File: src/rtl/dogx_cic_decimator_if.sv
// Sample-stream bundle between the converter front end and the CIC decimator.
// The master drives samples in; the slave returns decimated PCM and the block phase.
interface dogx_cic_decimator_if #(
  parameter int unsigned IN_W  = 11,
  parameter int unsigned OUT_W = 16,
  parameter int unsigned DECIM = 64
);
  localparam int unsigned PH_W = $clog2(DECIM);

  logic signed [IN_W-1:0]  data_in;
  logic                    data_in_valid;
  logic signed [OUT_W-1:0] data_out;
  logic                    data_out_valid;
  logic [PH_W-1:0]         block_phase;

  modport master (
    output data_in,
    output data_in_valid,
    input  data_out,
    input  data_out_valid,
    input  block_phase
  );

  modport slave (
    input  data_in,
    input  data_in_valid,
    output data_out,
    output data_out_valid,
    output block_phase
  );
endinterface

File: src/rtl/dogx_cic_decimator.sv
// Third-order CIC decimator (M=1) with round-half-up rescale to OUT_W.
// Optional DC blocker after the scaler when DOGX_CIC_DCBLOCK_EN is defined.
module dogx_cic_decimator #(
  parameter int unsigned IN_W      = 11,
  parameter int unsigned DECIM     = 64,
  parameter int unsigned OUT_W     = 16,
  parameter int unsigned DCB_SHIFT = 10
) (
  input logic                  CLK_3M,
  input logic                  reset,
  dogx_cic_decimator_if.slave  bus
);
  localparam int unsigned PH_W  = $clog2(DECIM);
  localparam int unsigned ACC_W = IN_W + 3 * PH_W;
  localparam int unsigned SH    = ACC_W - OUT_W;
  localparam logic [ACC_W:0] HALF = (ACC_W + 1)'(1) << (SH - 1);

  logic                    accept;
  logic                    phase_last;
  logic [PH_W-1:0]         phase_q;
  logic                    tick_q;
  logic signed [ACC_W-1:0] x_ext;
  logic signed [ACC_W-1:0] int1_q, int2_q, int3_q;
  logic signed [ACC_W-1:0] int1_d, int2_d, int3_d;
  logic signed [ACC_W-1:0] d1_q, d2_q, d3_q;
  logic signed [ACC_W-1:0] c0, c1, c2, c3;
  logic signed [ACC_W:0]   rnd_sum;
  logic signed [OUT_W:0]   rnd;
  logic signed [OUT_W-1:0] scaled;
  logic signed [OUT_W-1:0] out_q;
  logic                    out_valid_q;

  assign accept     = bus.data_in_valid;
  assign phase_last = (phase_q == PH_W'(DECIM - 1));
  assign x_ext      = {{(ACC_W - IN_W){bus.data_in[IN_W-1]}}, bus.data_in};

  // Integrators wrap modulo 2^ACC_W on purpose; the combs cancel the wrap exactly.
  always_comb begin
    int1_d = int1_q + x_ext;
    int2_d = int2_q + int1_d;
    int3_d = int3_q + int2_d;
  end

  always_comb begin
    c0 = int3_q;
    c1 = c0 - d1_q;
    c2 = c1 - d2_q;
    c3 = c2 - d3_q;
  end

  // Only the positive edge can overflow after adding the half LSB.
  always_comb begin
    rnd_sum = {c3[ACC_W-1], c3} + HALF;
    rnd     = rnd_sum[ACC_W:SH];
    scaled  = rnd[OUT_W-1:0];
    if (rnd[OUT_W] != rnd[OUT_W-1]) begin
      scaled = {1'b0, {(OUT_W - 1){1'b1}}};
    end
  end

  always_ff @(posedge CLK_3M or negedge reset) begin
    if (!reset) begin
      int1_q  <= '0;
      int2_q  <= '0;
      int3_q  <= '0;
      d1_q    <= '0;
      d2_q    <= '0;
      d3_q    <= '0;
      phase_q <= '0;
      tick_q  <= 1'b0;
    end else begin
      if (accept) begin
        int1_q  <= int1_d;
        int2_q  <= int2_d;
        int3_q  <= int3_d;
        phase_q <= phase_q + PH_W'(1);
      end
      tick_q <= accept & phase_last;
      if (tick_q) begin
        d1_q <= c0;
        d2_q <= c1;
        d3_q <= c2;
      end
    end
  end

`ifdef DOGX_CIC_DCBLOCK_EN
  localparam int unsigned YW = OUT_W + DCB_SHIFT + 2;

  logic signed [OUT_W-1:0] sc_q, xp_q;
  logic                    sc_vld_q;
  logic signed [OUT_W:0]   dx;
  logic signed [YW-1:0]    dx_ext, yf_q, yf_sum, yf_sat;
  logic                    unused_bits;

  // y_prev is kept with DCB_SHIFT fraction bits so the leak term does not truncate to zero.
  always_comb begin
    dx     = {sc_q[OUT_W-1], sc_q} - {xp_q[OUT_W-1], xp_q};
    dx_ext = {{(YW - OUT_W - 1){dx[OUT_W]}}, dx};
    yf_sum = (dx_ext <<< DCB_SHIFT) + yf_q - (yf_q >>> DCB_SHIFT);
    yf_sat = yf_sum;
    if (!((yf_sum[YW-1:OUT_W+DCB_SHIFT-1] == 3'b000) ||
          (yf_sum[YW-1:OUT_W+DCB_SHIFT-1] == 3'b111))) begin
      yf_sat = yf_sum[YW-1] ? {3'b111, {(OUT_W + DCB_SHIFT - 1){1'b0}}}
                            : {3'b000, {(OUT_W + DCB_SHIFT - 1){1'b1}}};
    end
  end

  always_ff @(posedge CLK_3M or negedge reset) begin
    if (!reset) begin
      sc_q        <= '0;
      sc_vld_q    <= 1'b0;
      xp_q        <= '0;
      yf_q        <= '0;
      out_q       <= '0;
      out_valid_q <= 1'b0;
    end else begin
      sc_vld_q    <= tick_q;
      out_valid_q <= sc_vld_q;
      if (tick_q) begin
        sc_q <= scaled;
      end
      if (sc_vld_q) begin
        xp_q  <= sc_q;
        yf_q  <= yf_sat;
        out_q <= yf_sat[OUT_W+DCB_SHIFT-1:DCB_SHIFT];
      end
    end
  end

  assign unused_bits = ^{rnd_sum[SH-1:0], yf_sat[DCB_SHIFT-1:0],
                         yf_sat[YW-1:OUT_W+DCB_SHIFT]};
`else
  logic unused_bits;

  always_ff @(posedge CLK_3M or negedge reset) begin
    if (!reset) begin
      out_q       <= '0;
      out_valid_q <= 1'b0;
    end else begin
      out_valid_q <= tick_q;
      if (tick_q) begin
        out_q <= scaled;
      end
    end
  end

  assign unused_bits = ^{rnd_sum[SH-1:0], 32'(DCB_SHIFT)};
`endif

  assign bus.data_out       = out_q;
  assign bus.data_out_valid = out_valid_q;
  assign bus.block_phase    = phase_q;
endmodule

File: src/flat_wrapper.sv
// flat-port wrapper written by rule: the top's interface ports become plain ports
module dogx_cic_decimator_flat 
#(
  parameter int unsigned IN_W      = 11,
  parameter int unsigned DECIM     = 64,
  parameter int unsigned OUT_W     = 16,
  parameter int unsigned DCB_SHIFT = 10
)
  (CLK_3M, reset, bus_data_in, bus_data_in_valid, bus_data_out, bus_data_out_valid, bus_block_phase);
  dogx_cic_decimator_if #(.IN_W(IN_W), .OUT_W(OUT_W), .DECIM(DECIM)) bus_i ();
  input logic CLK_3M;
  input logic reset;
  input wire logic [$bits(bus_i.data_in)-1:0] bus_data_in;
  input wire logic [$bits(bus_i.data_in_valid)-1:0] bus_data_in_valid;
  output wire logic [$bits(bus_i.data_out)-1:0] bus_data_out;
  output wire logic [$bits(bus_i.data_out_valid)-1:0] bus_data_out_valid;
  output wire logic [$bits(bus_i.block_phase)-1:0] bus_block_phase;
  assign bus_i.data_in = bus_data_in;
  assign bus_i.data_in_valid = bus_data_in_valid;
  assign bus_data_out = bus_i.data_out;
  assign bus_data_out_valid = bus_i.data_out_valid;
  assign bus_block_phase = bus_i.block_phase;
  dogx_cic_decimator #(.IN_W(IN_W), .DECIM(DECIM), .OUT_W(OUT_W), .DCB_SHIFT(DCB_SHIFT)) u_core (.CLK_3M(CLK_3M), .reset(reset), .bus(bus_i));
endmodule
File: config.mk
export PLATFORM = sky130hd
export DESIGN_NAME = dogx_cic_decimator_flat
export DESIGN_NICKNAME = d
export VERILOG_FILES = /design/src/rtl/dogx_cic_decimator_if.sv /design/src/rtl/dogx_cic_decimator.sv /design/src/flat_wrapper.sv
export SDC_FILE = /design/constraint.sdc
export NUM_CORES = 1
export LEC_CHECK = 0
export CAP_MARGIN = 20
export CORE_UTILIZATION = 40
export CTS_CLUSTER_SIZE = 25
export DETAILED_ROUTE_END_ITERATION = 7
export PLACE_DENSITY_LB_ADDON = 0.08
export SLEW_MARGIN = 40
export SYNTH_ARGS = -nofsm -noshare
export SYNTH_HDL_FRONTEND = slang
export SYNTH_SLANG_ARGS = --single-unit
File: constraint.sdc
create_clock -name CLK_3M -period 9.4 [get_ports CLK_3M]
set_input_delay 1.88 -clock CLK_3M [delete_from_list [all_inputs] [get_ports CLK_3M]]
set_output_delay 1.88 -clock CLK_3M [all_outputs]
set_load 0.05 [all_outputs]
==> impl_metrics.env, run 1 <==
export IMPL_drc=0
export IMPL_yosysWarnings=0
export IMPL_core_area_um2=38600
export IMPL_synth_most_common_cell="dfrtp_1"
export IMPL_place_hpwl_um=23300
export IMPL_worst_slack_ns=0.914
export IMPL_row_count=72
export IMPL_cp_required_ns=9.73
export IMPL_synth_commonest_cells="dfrtp_1 (198), ha_1 (170), nand2_1 (152), a21oi_1 (150), o21ai_0 (142)"
export IMPL_post_route_min_period_ns=8.49
export IMPL_path_class="input port to flip-flop"
export IMPL_maxSlewViolCount=0
export IMPL_numPortBuffers=36
export IMPL_synth_cell_types=86
export IMPL_worst_slew_pin_slew_ns=0.782
export IMPL_clk_path_buf_depth=2
export IMPL_yosys_area_top_type_share_pct=31.6
export IMPL_wire_per_inst_um=13.6
export IMPL_dp_slack_ns=0.300
export IMPL_netlist_area_um2=15700
export IMPL_dr_pass1_iters=5
export IMPL_grt_pass1_wl_um=54500
export IMPL_status="complete, no violations"
export IMPL_synthArstFlopShare_pct=100
export IMPL_clkTransAtPathRegs_ns=0.07
export IMPL_synth_seq_area_share_pct=31.6
export IMPL_hold_viol=0
export IMPL_reg2reg_slack_ns=0.92
export IMPL_cp_depth=32
export IMPL_avgSynthCellArea_um2=8.88
export IMPL_setup_viol=0
export IMPL_ant_nets=0
export IMPL_startpoint_type="input port"
export IMPL_drive_above_1_share_pct=9.07
export IMPL_clk_latency_ns=0.44
export IMPL_die_h_um=200
export IMPL_slew_headroom_pct=47.2
export IMPL_num_vias=12000
export IMPL_synth_fp_nets=1952
export IMPL_crit_buf_inv=2
export IMPL_rsz0062_at_grt="false"
export IMPL_whs_path_depth=1
export IMPL_cts_tree="yes"
export IMPL_synth_area_leaders="dfrtp_1 (32%), ha_1 (14%), mux2_2 (6.2%), xnor2_1 (5.9%), a21oi_1 (4.8%)"
export IMPL_cap_violations=0
export IMPL_wirelength_um=31500
export IMPL_num_antenna_cells=0
export IMPL_io_pins=37
export IMPL_gp_congestion=0.856
export IMPL_synth_top_cell_by_area="dfrtp_1"
export IMPL_finClkSkew_ns=0.0147
export IMPL_die_w_um=200
export IMPL_cts_sinks=198
export IMPL_synth_seq_cells=198
export IMPL_crit_fanout=8
export IMPL_fmax_ghz=0.118
export IMPL_finalCritPeriodShare_pct=90.3
export IMPL_crit_top_cell="a21oi_1"
export IMPL_end_kind="flip-flop"
export IMPL_nets=1974
export IMPL_reg2reg_depth=39
export IMPL_grt_max_degree=187
export IMPL_syn_inst=1763
export IMPL_tns_ns=0
export IMPL_grt_usage_pct=16.6
export IMPL_cp_arrival_ns=8.82
export IMPL_routed_via_density=5.18
export IMPL_slowest_delay_ns=0.48
export IMPL_critPathSlowestCell="a2111oi_1"
export IMPL_synth_edf_count=0
export IMPL_start_util_pct=40.5
export IMPL_die_area_um2=40000
export IMPL_htreeDepth=4
export IMPL_clk_root_buffer_cell="clkbuf_16"
export IMPL_numCtsBuffers=17
export IMPL_hp_class="flip-flop to flip-flop"
export IMPL_grt_pass1_vias=11600
export IMPL_drtIter0Drc=451
export IMPL_yosys_most_used_dff="dfrtp_1"
export IMPL_critical_path_top_delay_family="compound AO/OA/AOI/OAI gates"
export IMPL_hold_buffers=0
export IMPL_gr_total_overflow=0
export IMPL_area_growth_pct=9.52
export IMPL_antenna_found_initial=0
-- per-stage QoR --
step | cell area [um^2] | std cells | util (%) | hold slack, ns
after floorplan | 15700 | 1763 | - | 0.353
after global placement | 16600 | 2284 | 42.9 | 0.470
after detailed placement | 16600 | 2284 | 42.9 | 0.469
after CTS | 17200 | 2315 | 44.4 | 0.484
after global routing | 17200 | 2315 | 44.4 | 0.513
final | 17200 | 2315 | 44.4 | 0.480
-- cell type report --
class                           count  area, um^2
Clock buffer                       20         457
Clock inverter                     11         116
Fill cell                        3797       21500
Inverter                          133         499
Multi-Input combinational cell   1391       10000
Sequential cell                   198        4960
Tap cell                          518         648
Timing Repair Buffer               44         442
-- routing by layer --
metal  up-vias  part of all wire (%)  track usage, %  wire, um
li1       6340                     -               -         -
met1      5514                    51            21.6     16200
met2       111                    45            28.3     14300
met3        27                   1.8            2.60       570
met4         0                   1.5            4.61       463
met5         -                     0               0         0
-- what timing repair did --
action | 4_1_cts | 5_1_grt
setup buffers | 0 | 0
endpoints found under the setup margin | 0 | 7
resized for setup | 0 | 1
-- logic make-up after synthesis --
group / synth area share [%]
buf+inv: 4.33
fa+ha+maj: 14.2
compound gates: 20.7
mux: 6.69
simple gates: 13.7
flops: 31.6
xor+xnor: 8.72
-- flip-flops by register name (all words and copies together), names as in the netlist --
register	flops
u_core.c0	29
u_core.d1_q	29
u_core.d2_q	29
u_core.d3_q	29
u_core.int1_q	29
u_core.int2_q	29
u_core.bus.data_out	16
u_core.bus.block_phase	6
u_core.bus.data_out_valid	1
u_core.tick_q	1
-- cell usage in the layout, fill, tap and decap left out, drive strengths merged, types with 45 or more instances in the layout --
master and instances:
inv 137, a21o 62, xnor2 105, dfrtp 198, mux2 86, ha 170, o21ai 145, xor2 45
nand2 152, nor2 130, a21oi 152
-- final timing paths --
kind                                   start                 endpoint
max reg2reg                     u_core.c0[0]  u_core.bus.data_out[14]
max in group asynchronous              reset            u_core.tick_q
min reg2reg                u_core.int1_q[28]        u_core.int1_q[28]
max                           bus_data_in[0]            u_core.c0[28]
min in group asynchronous              reset           u_core.d2_q[0]
min                        u_core.int1_q[28]        u_core.int1_q[28]
-- worst reg2reg max path, delay by kind of cell, from the launching register on --
family	cells	cell delay [ns]
adders and majority gates	5	1.69
buffers and inverters	2	0.22
DFF	1	0.38
AOI/OAI and AO/OA	19	3.77
and+or+nand+nor	10	1.74
xor gates and xnor gates	3	0.56
Power of run 1 is not shown: default switching activity piles up to over one toggle a cycle in this logic, so the estimate is an artifact.
==> inputs of run 2 (changes only) <==
--- a/config.mk
+++ b/config.mk
@@ -9,7 +9,8 @@
 export CORE_UTILIZATION = 40
 export CTS_CLUSTER_SIZE = 25
 export DETAILED_ROUTE_END_ITERATION = 7
-export PLACE_DENSITY_LB_ADDON = 0.08
+export GPL_TIMING_DRIVEN = 0
+export PLACE_DENSITY = 0.65
 export SLEW_MARGIN = 40
 export SYNTH_ARGS = -nofsm -noshare
 export SYNTH_HDL_FRONTEND = slang
==> impl_metrics.env, run 2 (same netlist as run 1, synthesis figures left out) <==
export IMPL_status="complete, no violations"
export IMPL_cts_tree="yes"
export IMPL_cts_resized=0
export IMPL_place_hpwl_um=26600
export IMPL_cp_required_ns=9.74
export IMPL_final_cell_mix="dfrtp_1 (198), ha_1 (170), nand2_1 (152), a21oi_1 (150), o21ai_0 (142)"
export IMPL_die_h_um=200
export IMPL_crit_fanout=8
export IMPL_wirelength_um=34000
export IMPL_rsz0062_at_grt="false"
export IMPL_htreeDepth=4
export IMPL_drive_above_1_share_pct=8.95
export IMPL_numPortBuffers=35
export IMPL_dr_pass1_iters=5
export IMPL_clk_root_buffer_cell="clkbuf_16"
export IMPL_finClkSkew_ns=0.0117
export IMPL_gr_total_overflow=0
export IMPL_post_route_min_period_ns=8.65
export IMPL_gp_congestion=0.865
export IMPL_num_antenna_cells=0
export IMPL_startpoint_type="input port"
export IMPL_nets=2009
export IMPL_hold_slack_ns=0.485
export IMPL_start_util_pct=40.5
export IMPL_clk_latency_ns=0.45
export IMPL_ant_nets=0
export IMPL_cap_violations=0
export IMPL_fmax_ghz=0.116
export IMPL_grt_pass1_wl_um=58100
export IMPL_finalCritPeriodShare_pct=92.0
export IMPL_grt_usage_pct=17.8
export IMPL_crit_top_cell="a21oi_1"
export IMPL_core_area_um2=38600
export IMPL_met1_usage_pct=22.8
export IMPL_maxSlewViolCount=0
export IMPL_drtIter0Drc=558
export IMPL_end_kind="flip-flop"
export IMPL_hp_class="flip-flop to flip-flop"
export IMPL_top_usage_layer="met2"
export IMPL_postCtsSetupBuffers=0
export IMPL_clkTransAtPathRegs_ns=0.08
export IMPL_routed_via_density=5.31
export IMPL_io_pins=37
export IMPL_final_common_cell="dfrtp_1"
export IMPL_num_vias=12500
export IMPL_grt_use_met2_pct=31.6
export IMPL_cp_arrival_ns=8.99
export IMPL_grt_max_degree=54
export IMPL_hold_viol=0
export IMPL_cts_sinks=198
export IMPL_numCtsBuffers=17
export IMPL_grt_pass1_vias=12400
export IMPL_slew_headroom_pct=45.2
export IMPL_row_count=72
export IMPL_antenna_found_initial=0
export IMPL_drc=0
export IMPL_setup_viol=0
export IMPL_die_area_um2=40000
export IMPL_wire_per_inst_um=14.5
export IMPL_die_w_um=200
export IMPL_use_met3_pct=2.32
export IMPL_slowest_delay_ns=0.48
export IMPL_area_growth_pct=10.7
export IMPL_path_class="input port to flip-flop"
export IMPL_critPathSlowestCell="a2111oi_1"
export IMPL_clk_path_buf_depth=2
export IMPL_hold_buffers=0
export IMPL_worst_slew_pin_slew_ns=0.823
[run 2: final timing paths]
path / slack, ns / from / end / depth (start not counted)
max: 0.75 / bus_data_in[0] / u_core.c0[28] / 31
min: 0.49 / u_core.int1_q[28] / u_core.int1_q[28] / 1
max reg2reg: 0.95 / u_core.c0[1] / u_core.bus.data_out[2] / 36
min reg2reg: 0.49 / u_core.int1_q[28] / u_core.int1_q[28] / 1
max in group asynchronous: 6.87 / reset / u_core.d3_q[21] / 4
min in group asynchronous: 1.32 / reset / u_core.int1_q[25] / 1
[run 2: area by class of cell]
| cell class | instances | area [um^2] |
|---|---|---|
| buffer | 41 | 179 |
| clock buffer | 18 | 429 |
| clock inverter | 14 | 151 |
| fill | 3725 | 21300 |
| inverter | 133 | 499 |
| multi-input combinational | 1391 | 10100 |
| sequential | 198 | 4950 |
| tap | 518 | 648 |
| timing repair buffer | 38 | 433 |
[run 2: metrics by stage]
stage / util, % / instance area (um^2) / setup WS, ns / setup TNS [ns] / instances
2_1_floorplan: - / 15700 / 1.54 / 0 / 1763
3_3_place_gp: 43.1 / 16700 / -2.08 / -407.12 / 2316
3_5_place_dp: 43.4 / 16800 / -0.160 / -0.160 / 2319
4_1_cts: 44.9 / 17300 / 0.320 / 0 / 2351
5_1_grt: 44.9 / 17300 / 0.0254 / 0 / 2351
6_report: 44.9 / 17300 / 0.751 / 0 / 2351
[run 2: worst max-delay path, delay by kind of cell]
kind                     cells  cell delay [ns]
adder cells (fa/ha/maj)      4             1.42
AO/OA/AOI/OAI               15             3.85
multiplexers                 1             0.09
AND/OR/NAND/NOR              6             0.63
buffers and inverters        1             0.41
XOR/XNOR                     4             0.71
[run 2: routing by layer]
layer	part of all wire, %	wire length (um)	vias up
met5	0	0	-
met1	48	16400	5851
met4	1.4	486	0
met3	2.4	801	34
li1	-	-	6397
met2	48	16300	208
Power of run 2 is left out for the same reason.
==> inputs of run 3 (changes only) <==
--- a/config.mk
+++ b/config.mk
@@ -6,11 +6,11 @@
 export NUM_CORES = 1
 export LEC_CHECK = 0
 export CAP_MARGIN = 20
-export CORE_UTILIZATION = 40
+export CORE_UTILIZATION = 60
 export CTS_CLUSTER_SIZE = 25
 export DETAILED_ROUTE_END_ITERATION = 7
 export GPL_TIMING_DRIVEN = 0
-export PLACE_DENSITY = 0.65
+export PLACE_DENSITY = 0.87
 export SLEW_MARGIN = 40
 export SYNTH_ARGS = -nofsm -noshare
 export SYNTH_HDL_FRONTEND = slang
==> impl_metrics.env, run 3 (same netlist as run 1, synthesis figures left out) <==
export IMPL_antenna_found_initial=0
export IMPL_status="complete, no violations"
export IMPL_final_common_cell="dfrtp_1"
export IMPL_row_count=58
export IMPL_wire_per_inst_um=16.0
export IMPL_cts_sinks=198
export IMPL_htreeDepth=4
export IMPL_area_growth_pct=9.51
export IMPL_hold_slack_ns=0.418
export IMPL_crit_top_cell="a21oi_1"
export IMPL_clkTransAtPathRegs_ns=0.08
export IMPL_cp_required_ns=9.75
export IMPL_routed_via_density=6.02
export IMPL_dp_cells=2131
export IMPL_slowest_delay_ns=0.46
export IMPL_die_h_um=164
export IMPL_end_kind="flip-flop"
export IMPL_drc=0
export IMPL_cp_arrival_ns=9.09
export IMPL_drtIter0Drc=663
export IMPL_final_cells=2163
export IMPL_nets=2009
export IMPL_num_antenna_cells=0
export IMPL_gr_total_overflow=0
export IMPL_final_cell_mix="dfrtp_1 (198), ha_1 (170), nand2_1 (152), a21oi_1 (150), o21ai_0 (142)"
export IMPL_path_class="input port to flip-flop"
export IMPL_fmax_ghz=0.114
export IMPL_ant_nets=0
export IMPL_io_pins=37
export IMPL_grt_pass1_wl_um=57500
export IMPL_reg2reg_depth=36
export IMPL_die_w_um=164
export IMPL_grt_pass1_vias=12800
export IMPL_grt_usage_pct=26.4
export IMPL_cap_violations=0
export IMPL_hp_class="flip-flop to flip-flop"
export IMPL_hold_viol=0
export IMPL_critPathSlowestCell="a2111oi_1"
export IMPL_start_util_pct=61.7
export IMPL_num_vias=13000
export IMPL_crit_fanout=8
export IMPL_place_hpwl_um=26200
export IMPL_dr_pass1_iters=5
export IMPL_gp_congestion=0.915
export IMPL_clk_latency_ns=0.46
export IMPL_numPortBuffers=35
export IMPL_worst_slew_pin_slew_ns=0.799
export IMPL_crit_buf_inv=1
export IMPL_numCtsBuffers=17
export IMPL_die_area_um2=26800
export IMPL_post_route_min_period_ns=8.74
export IMPL_setup_viol=0
export IMPL_rsz0062_at_grt="false"
export IMPL_grt_max_degree=73
export IMPL_startpoint_type="input port"
export IMPL_whs_path_depth=0
export IMPL_core_area_um2=25400
export IMPL_final_util_pct=67.5
export IMPL_cts_tree="yes"
export IMPL_postCtsSetupBuffers=0
export IMPL_wirelength_um=34600
export IMPL_maxSlewViolCount=0
export IMPL_finClkSkew_ns=0.0169
export IMPL_clk_root_buffer_cell="clkbuf_16"
export IMPL_slew_headroom_pct=45.4
export IMPL_clk_path_buf_depth=2
export IMPL_finalCritPeriodShare_pct=93.0
export IMPL_cp_depth=31
export IMPL_critical_path_top_delay_family="compound AO/OA/AOI/OAI gates"
export IMPL_drive_above_1_share_pct=9.06
-- run 3: cell count changes in the layout (fill, tap and decap cells not counted), sizes merged --
cell    delta
bufinv     +1
inv        -5
clkinv     +4
-- run 3: worst paths after layout --
check | slack, ns | from | endpoint
hold / removal | 0.42 | u_core.tick_q | u_core.bus.data_out_valid
hold reg to reg | 0.42 | u_core.tick_q | u_core.bus.data_out_valid
setup / recovery | 0.66 | bus_data_in[0] | u_core.c0[28]
max in group asynchronous | 7.26 | reset | u_core.int1_q[10]
setup reg to reg | 0.82 | u_core.c0[1] | u_core.bus.data_out[12]
min in group asynchronous | 1.24 | reset | u_core.bus.data_out[15]
-- run 3: through the flow --
stage,worst slack [ns],cell area [um^2],setup TNS (ns)
floorplan,1.54,15700,0
global placement,-1.68,16400,-328.32
detailed placement,-0.116,16500,-0.116
CTS,0.340,17100,0
global route,0.0433,17200,0
finish,0.655,17200,0
-- run 3: repair_timing --
action	CTS	global route
gates resized for setup	0	4
endpoints found under the setup margin	0	1
hold endpoints to repair	0	0
hold buffers	0	0
-- run 3: layout make-up --
type | instances | area [um^2]
buffer | 41 | 179
clock buffer | 18 | 439
clock inverter | 14 | 180
fill | 1922 | 8250
inverter | 133 | 499
multi-input combinational | 1391 | 10100
sequential | 198 | 4950
tap | 330 | 413
timing repair buffer | 38 | 433
-- run 3: layer usage --
metal  up-vias  GRT usage, %  wire [um]
li1       6406             -          -
met1      6182          31.2      15100
met2       334          47.7      17000
met3        91          3.12       1210
met5         -             0          0
met4         0          12.0       1240
Power of run 3 is left out for the same reason.
